$ cat src/rtl/decoder_pkg.sv
// Shared types and helpers for the registered binary-to-one-hot decoder.
package decoder_pkg;

    localparam logic MODE_DIRECT = 1'b0;
    localparam logic MODE_SCAN   = 1'b1;

    localparam int MAX_IN_W  = 6;
    localparam int MAX_OUT_W = 1 << MAX_IN_W;

    typedef enum logic {
        IDLE = 1'b0,
        HOLD = 1'b1
    } state_e;

    // Callers zero-extend the code to MAX_IN_W and truncate the result to their OUT_W.
    function automatic logic [MAX_OUT_W-1:0] onehot_of(input logic [MAX_IN_W-1:0] code);
        return MAX_OUT_W'(1) << code;
    endfunction

endpackage

$ cat src/rtl/decoder_scan_ctr.sv
// Scan code counter plus dwell counter; the top decides when to load, hold or advance.
module decoder_scan_ctr
    import decoder_pkg::*;
#(
    parameter int IN_W  = 3,
    parameter int DWELL = 1
) (
    input  logic            clk,
    input  logic            rst_n,
    input  logic            load,
    input  logic            advance,
    input  logic            holding,
    output logic [IN_W-1:0] s,
    output logic [IN_W-1:0] s_next,
    output logic            dwell_met
);

    localparam logic [7:0] DWELL_LAST = 8'(DWELL - 1);

    logic [IN_W-1:0] s_q, s_d;
    logic [7:0]      dwell_q, dwell_d;

    // S wraps naturally because OUT_W is exactly 2**IN_W.
    always_comb begin
        s_d     = s_q;
        dwell_d = dwell_q;
        if (advance) begin
            s_d     = s_q + 1'b1;
            dwell_d = 8'd0;
        end else if (load) begin
            dwell_d = 8'd0;
        end else if (holding && dwell_q != 8'hff) begin
            dwell_d = dwell_q + 8'd1;
        end
    end

    always_ff @(posedge clk or negedge rst_n) begin
        if (!rst_n) begin
            s_q     <= '0;
            dwell_q <= 8'd0;
        end else begin
            s_q     <= s_d;
            dwell_q <= dwell_d;
        end
    end

    assign s         = s_q;
    assign s_next    = s_q + 1'b1;
    assign dwell_met = (dwell_q >= DWELL_LAST);

endmodule

$ cat src/rtl/decoder_nx2n_seq.sv
// Registered N-to-2**N one-hot decoder with valid/ready handshake and a self-running scan mode.
// Optional invariant checker and sticky err port enabled by DECODER_ONEHOT_CHECK_EN.
module decoder_nx2n_seq
    import decoder_pkg::*;
#(
    parameter int  IN_W  = 3,
    parameter int  DWELL = 1,
    localparam int OUT_W = 1 << IN_W
) (
    input  logic             clk,
    input  logic             rst_n,
    input  logic             mode,
    input  logic             in_valid,
    output logic             in_ready,
    input  logic [IN_W-1:0]  in_code,
    output logic             out_valid,
    input  logic             out_ready,
    output logic [OUT_W-1:0] out_onehot,
    output logic [IN_W-1:0]  out_code,
`ifdef DECODER_ONEHOT_CHECK_EN
    output logic             err,
`endif
    output state_e           dbg_state
);

    // Handshake: a word moves when valid and ready are both high in the same cycle;
    // valid never waits on ready, and the held word is stable until it drains.

    state_e           state_q, state_d;
    logic             mode_q, mode_d;
    logic             valid_q, valid_d;
    logic [OUT_W-1:0] onehot_q, onehot_d;
    logic [IN_W-1:0]  code_q, code_d;

    logic            drain, take, scan_adv, ctr_load, holding, dwell_met;
    logic [IN_W-1:0] scan_s, scan_s_next;

    assign drain    = valid_q && out_ready;
    assign take     = (state_q == IDLE) || drain;
    assign scan_adv = drain && (mode_q == MODE_SCAN) && dwell_met;
    assign holding  = (state_q == HOLD) && (mode_q == MODE_SCAN);

    decoder_scan_ctr #(
        .IN_W  (IN_W),
        .DWELL (DWELL)
    ) u_scan_ctr (
        .clk       (clk),
        .rst_n     (rst_n),
        .load      (ctr_load),
        .advance   (scan_adv),
        .holding   (holding),
        .s         (scan_s),
        .s_next    (scan_s_next),
        .dwell_met (dwell_met)
    );

    always_comb begin
        state_d  = state_q;
        mode_d   = mode_q;
        valid_d  = valid_q;
        onehot_d = onehot_q;
        code_d   = code_q;
        ctr_load = 1'b0;
        // mode only matters when the register is free to take a new word.
        if (take) begin
            if (mode == MODE_DIRECT) begin
                if (in_valid) begin
                    state_d  = HOLD;
                    mode_d   = MODE_DIRECT;
                    valid_d  = 1'b1;
                    code_d   = in_code;
                    onehot_d = OUT_W'(onehot_of(MAX_IN_W'(in_code)));
                end else begin
                    state_d  = IDLE;
                    valid_d  = 1'b0;
                    onehot_d = '0;
                end
            end else if (state_q == IDLE || mode_q == MODE_DIRECT) begin
                state_d  = HOLD;
                mode_d   = MODE_SCAN;
                valid_d  = 1'b1;
                code_d   = scan_s;
                onehot_d = OUT_W'(onehot_of(MAX_IN_W'(scan_s)));
                ctr_load = 1'b1;
            end else if (scan_adv) begin
                state_d  = HOLD;
                valid_d  = 1'b1;
                code_d   = scan_s_next;
                onehot_d = OUT_W'(onehot_of(MAX_IN_W'(scan_s_next)));
            end else begin
                // Drained before the dwell elapsed: bubble, then the same code re-presents.
                state_d  = IDLE;
                valid_d  = 1'b0;
                onehot_d = '0;
            end
        end
    end

    always_ff @(posedge clk or negedge rst_n) begin
        if (!rst_n) begin
            state_q  <= IDLE;
            mode_q   <= MODE_DIRECT;
            valid_q  <= 1'b0;
            onehot_q <= '0;
            code_q   <= '0;
        end else begin
            state_q  <= state_d;
            mode_q   <= mode_d;
            valid_q  <= valid_d;
            onehot_q <= onehot_d;
            code_q   <= code_d;
        end
    end

    assign in_ready   = rst_n && (mode == MODE_DIRECT) && take;
    assign out_valid  = valid_q;
    assign out_onehot = onehot_q;
    assign out_code   = code_q;
    assign dbg_state  = state_q;

`ifdef DECODER_ONEHOT_CHECK_EN
    logic err_q, err_d, viol;

    always_comb begin
        viol = 1'b0;
        if (valid_q) begin
            viol = ($countones(onehot_q) != 1)
                || (onehot_q != OUT_W'(onehot_of(MAX_IN_W'(code_q))));
        end else begin
            viol = (onehot_q != '0);
        end
        err_d = err_q | viol;
    end

    always_ff @(posedge clk or negedge rst_n) begin
        if (!rst_n) begin
            err_q <= 1'b0;
        end else begin
            err_q <= err_d;
        end
    end

    assign err = err_q;
`endif

endmodule

$ cat config.mk
export PLATFORM = sky130hd
export DESIGN_NAME = decoder_nx2n_seq
export DESIGN_NICKNAME = d
export VERILOG_FILES = /design/src/rtl/decoder_pkg.sv /design/src/rtl/decoder_scan_ctr.sv /design/src/rtl/decoder_nx2n_seq.sv
export SDC_FILE = /design/constraint.sdc
export NUM_CORES = 1
export LEC_CHECK = 0
export CAP_MARGIN = 20
export CORE_UTILIZATION = 52
export CTS_CLUSTER_SIZE = 16
export DETAILED_ROUTE_END_ITERATION = 12
export DONT_BUFFER_PORTS = 1
export HOLD_SLACK_MARGIN = 0.03
export PLACE_DENSITY = 0.66
export SLEW_MARGIN = 20
export SYNTH_ARGS = -nofsm -noshare
export SYNTH_HDL_FRONTEND = slang
export SYNTH_SLANG_ARGS = --single-unit
$ cat constraint.sdc
create_clock -name clk -period 2 [get_ports clk]
set_input_delay 0.4 -clock clk [delete_from_list [all_inputs] [get_ports clk]]
set_output_delay 0.4 -clock clk [all_outputs]
set_load 0.005 [all_outputs]
======== After elaboration in Yosys (flattened, before gate mapping) ========
Index checks and enable logic that the tools add are counted.
cells by class
  add/subtract/negate cells ............... 2
  shifts and indexed selects .............. 3
  reductions and logical operators ........ 13
  bitwise gates (word level) .............. 3
  magnitude comparators ................... 1
  multiplexer cells ....................... 21
  equal/unequal tests ..................... 3
operators by type and width
  operator                                                count
  two-way mux 8 bit                                       7
  << shifter 1 x 3 -> 8 bit (first input constant)        3
  two-way mux 3 bit                                       4
  two-way mux 1 bit                                       10
  adder 8 x 1 -> 8 bit (second input constant)            1
  >= comparator 8 x 1 -> 1 bit (second input constant)    1
  inequality test 8 bit (second input constant)           1
  logical AND 1 bit                                       7
  AND reduction 3 bit                                     2
  adder 3 x 1 -> 3 bit (second input constant)            1
  inequality test 3 x 1 -> 1 bit (second input constant)  1
  inverter 1 bit                                          3
  nonzero test 3 bit                                      1
  logical OR 1 bit                                        2
  inequality test 2 x 1 -> 1 bit (second input constant)  1
  nonzero test 2 bit                                      1
word-level totals
  output and inout port bits .............. 14
  bits in registers ....................... 24
  logic and storage cells ................. 52
  input port bits ......................... 8

======== Depth between registers and ports, before layout ========
  word-level depth ........................ 7
  gate-level depth with buffers ........... 7
  depth with buffers taken out ............ 6

======== Modules after synthesis ========
A second synthesis with hierarchy kept.
unflattened totals
  cells, all modules ...................... 111
  area total of the unflattened synthesis .. 1,049.8 um^2
by module, submodules not included
  module            seq. area each (um^2)  times used  area an instance (um^2)  cells an instance
  decoder_nx2n_seq  325.3                  1           902.1                    99
  decoder_scan_ctr  75.1                   1           147.6                    12

======== Worst setup path before layout ========
OpenSTA, ideal clock, no wires.
  path kind ............................... reg-to-reg
  start ................................... reg u_scan_ctr.s_q[0] (netlist: u_scan_ctr.s[0])
  end ..................................... reg onehot_q[4] (netlist: out_onehot[4])
  arrival ................................. 1.586 ns
  slack ................................... 0.288 ns
  buffers on the path ..................... 1
  period minus slack after synthesis ...... 1.712 ns
  cell stages (with the launch flop) ...... 8
  library setup time ...................... 0.126 ns
  required time ........................... 1.874 ns
  path through ............................ dfrtp_1 ha_1 ha_1 clkbuf_1 inv_1 nand4_1 a21oi_1 a221o_1
between the ends
  word-level cells in the longest chain between the ends .. 5
  elaborated cells on any way between the ends .. 6
  classes of those cells .................. 1 x add/sub; 2 x shift; 3 x mux
RTL lines
  element                    RTL line                 text
  start: declaration         decoder_scan_ctr.sv:20   logic [IN_W-1:0] s_q, s_d;
  start signal: assignment   decoder_scan_ctr.sv:39   s_q <= '0;
  start signal: assignment   decoder_scan_ctr.sv:42   s_q <= s_d;
  adder 3 x 1 -> 3 bit       decoder_scan_ctr.sv:48   assign s_next = s_q + 1'b1;
  << shifter 1 x 3 -> 8 bit  decoder_pkg.sv:17        return MAX_OUT_W'(1) << code;
  two-way mux 8 bit          decoder_nx2n_seq.sv:85   end else if (scan_adv) begin
  two-way mux 8 bit *        decoder_nx2n_seq.sv:78   end else if (state_q == IDLE || mode_q == MODE_DIRECT) begin
  two-way mux 8 bit *        decoder_nx2n_seq.sv:66   if (mode == MODE_DIRECT) begin
  end signal: assignment     decoder_nx2n_seq.sv:110  onehot_q <= onehot_d;
  end: declaration           decoder_nx2n_seq.sv:32   logic [OUT_W-1:0] onehot_q, onehot_d;
Mark *: on every way between the ends. The rest lies on a longest branch, timed or not.
A chain may end at the register's enable or synchronous reset.

======== Worst setup path after layout ========
  start ................................... reg valid_q (netlist: out_valid)
  end ..................................... out in_ready
between the ends
  word-level cells in the longest chain between the ends .. 3
  elaborated cells on any way between the ends .. 4
  classes of those cells .................. 1 x bitwise; 3 x reduce/logical
RTL lines
  element                                                     RTL line                 text
  start: declaration                                          decoder_nx2n_seq.sv:31   logic valid_q, valid_d;
  start signal: assignment                                    decoder_nx2n_seq.sv:109  valid_q <= valid_d;
  logical AND 1 bit / inverter 1 bit (equally long branches)  -
  logical OR 1 bit *                                          decoder_nx2n_seq.sv:39   assign take = (state_q == IDLE) || drain;
  logical AND 1 bit *                                         decoder_nx2n_seq.sv:115  assign in_ready = rst_n && (mode == MODE_DIRECT) && take;
  end: declaration                                            decoder_nx2n_seq.sv:14   output logic in_ready,
Marks and branches as above.

==> impl_results.md <==
* Cts bufs inserted at 3
* Status: completed
* Final hold violation count at 0
* Mapped Nets at 130
* Pwr/cell area at approximately 1100 nW/um^2
* Power share of the combinational group at ~39%
* Root Driver: clkbuf_4
* Vias/cell at between 6 and 7
* Ys async rst share at between 90% and 100%
* Final setup fails at 0
* Post-layout net count at 129
* P_sw at 0.467 mW
* GR Util All Layers at 24.7%
* Switching part of the total at ~41%
* Worst Path Max Fanout at 11
* Worst path bufs/invs at 0
* Wirelength per Cell at around 17 microns
* Placed Cells incl. Taps at ~130
* Post-synth design cell area at 1020 sq um
* # clock sinks at 16
* Setup Skew at 0.00520 ns
* Yosys Warn Count at 0
* Core footprint at roughly 1800 sq um
* Worst-skew pair later-pin latency at just under 0.3 ns
* Min-Delay Path Class: input port to register
* Hold buffer count at CTS at 1
* Crit path capture type: primary output
* CTS max path bufs at 2
* DRT antenna net count at 0
* Arr. time, crit path at 1.43 ns
* Delay-heaviest family, CP: flip-flops
* Layout cells sized above 1 at under 10%
* Top Layer Used: met4
* Iteration-0 DRC Markers at 57
* Routed WL at 2390 microns
* Pleak at 0.470 nW
* Final worst path period need at approximately 1.8 ns
* Worst setup SP type: register
* Largest net degree at the start of global routing at 17
* Distinct cells, synth at 39
* DRC viols at 0
* Max Clk Rate at approximately 550 MHz
* Row count at 15
* Sequential power share at 46.2%
* Fin worst setup slack at ~0.17 ns
* Final Util at around three fifths
* Area growth syn-to-layout at 2.70%
* Max_slew headroom at between 50% and 60%
* Port Buffers at 0
* CTS tree: built
* Syn avg cell area at 8.87 sq um
* Cell Chain, Critical Path: nand2b_1 -> and3_1
* # H-tree levels at 1
* Post-synthesis instance total at approximately 120
* Crit-path slowest cell: dfrtp_1
* Total number of vias at approximately 900
* Final hold slack at around 0.21 ns
* Post-synthesis register bit count at 16
* Met2 wire len at 1180 microns
* Post-detail-place hpwl at roughly 1700 microns
* RSZ-0062 raised after global routing: no
* ANT cells at 0
* Ports at 22
* Max_cap viols at 0
* Gpl congestion at around 0.88
* Clock share of power at 15.1%
* Overall Power at around 1.1 mW
* Critical path class: register to primary output
* Max VDD drop at about 0.75 mV
* GRT Residual Overflow at 0
* Overall die width at 46.3 microns
* P_int at 0.658 mW
* Initial Util at a little under three fifths
* Initial antenna violation count at 0
* CTS-repair resized insts at 0
* Drt first pass iters at 5
* First-pass GRT wire length at 3660 microns
* Non-Filler Instances at between 100 and 150
* Wire length on met1 at 1050 microns
* Main flop type after synthesis: dfrtp_1
* Setup slack, reg-to-reg at 0.22 ns
* Crit path required time at about 1.6 ns
* Post-synth EDFFs at 0
* Post-CTS Setup Inserts at 0
* Area of the die at 2140 sq um
* Dpl ws at ~0.26 ns
* Tcrit/Tclk final at 91.3%
* Fin Setup TNS at 0 ns
* WL met3 at between 100 and 150 microns
* Design Area, Final at ~1000 sq um
* Die span in y at ~46 microns
* Dpl cell area at around 1000 sq um
* Register area share after synthesis at between 30% and 40%
* Max-slew violation count at 0
* Vias in the first global route at approximately 840
* Least-Margin Pin Slew at between 0.7 and 0.8 ns
* CTS clk-pin slew, worst paths at ~0.090 ns
* CP max stage delay at 0.59 ns
-- layout make-up --
| type | instances | area, sq um |
|---|---|---|
| multi-input cells | 85 | 553 |
| repair buffers | 2 | 17.5 |
| fillers | 169 | 736 |
| inverters | 6 | 22.5 |
| clock buffers | 3 | 22.5 |
| well taps | 25 | 31.3 |
| flip-flops and latches | 16 | 400 |
-- logic make-up (layout without fill, tap and decap cells) --
family	count (synthesis)	count (layout)	share of synthesized area, %
buffers and inverters	14	11	6.50
and+or+nand+nor	43	43	21.0
muxes	2	2	2.09
xor gates and xnor gates	1	1	0.859
AOI/OAI and AO/OA	32	32	21.7
DFF	16	16	39.3
adders and majority gates	7	7	8.59
-- sequential cells by signal, indices dropped and copies added, names as in the netlist --
register and flops:
u_scan_ctr.s 3, out_valid 1, out_code 3, mode_q 1, out_onehot 8
-- metal layers --
metal | global-route usage, % | vias to the layer above
met5 | 0 | -
met4 | 10.0 | 0
met3 | 3.92 | 4
met2 | 41.7 | 47
met1 | 31.1 | 431
li1 | - | 417
-- power by group through the flow --
stage	Sequential, mW	Clock [mW]	Combinational [mW]
floorplan	0.493	0	0.345
detailed placement	0.524	0	0.418
global route	0.529	0.190	0.481
finish	0.520	0.170	0.435
global placement	0.519	0	0.406
CTS	0.517	0.171	0.428
-- cell usage after synthesis (2+ instances only) --
master / count / area (sq um)
o21ai_0: 3 / 15.0
nand2_1: 11 / 41.3
buf_2: 2 / 10.0
clkbuf_1: 4 / 15.0
nor2b_1: 3 / 18.8
nand3_1: 6 / 30.0
nand2b_1: 2 / 12.5
dfrtp_1: 16 / 400
nor2_1: 9 / 33.8
a31oi_1: 5 / 31.3
nand4_1: 3 / 18.8
a32oi_1: 2 / 17.5
and3_1: 3 / 18.8
inv_1: 6 / 22.5
ha_1: 7 / 87.6
nor3_1: 2 / 10.0
a221o_1: 2 / 20.0
a21oi_1: 8 / 40.0
-- path summary, 6_finish.rpt --
check,to,cells past startpoint,startpoint
max,in_ready,2,out_valid$_DFFE_PN0P_
min,out_code[2]$_DFFE_PN0P_,1,mode
max reg2reg,out_onehot[4]$_DFFE_PN0P_,6,u_scan_ctr.s[0]$_DFFE_PN0P_
min reg2reg,out_onehot[1]$_DFFE_PN0P_,1,out_onehot[1]$_DFFE_PN0P_
max in group asynchronous,out_code[2]$_DFFE_PN0P_,1,rst_n
min in group asynchronous,out_onehot[7]$_DFFE_PN0P_,1,rst_n
-- cell usage in the layout, fill, tap and decap left out, types with 2 or more instances in the layout --
cell type | netlist | routed
a21oi_1 | 8 | 8
nand3_1 | 6 | 6
a221o_1 | 2 | 2
a32oi_1 | 2 | 2
dfrtp_1 | 16 | 16
nand4_1 | 3 | 3
nor2_1 | 9 | 9
nand2b_1 | 2 | 2
o21ai_0 | 3 | 3
nand2_1 | 11 | 11
ha_1 | 7 | 7
clkbuf_4 | 0 | 3
a31oi_1 | 5 | 5
nor2b_1 | 3 | 3
nor3_1 | 2 | 2
inv_1 | 6 | 6
and3_1 | 3 | 3
Power figures use the tool's default switching activity.
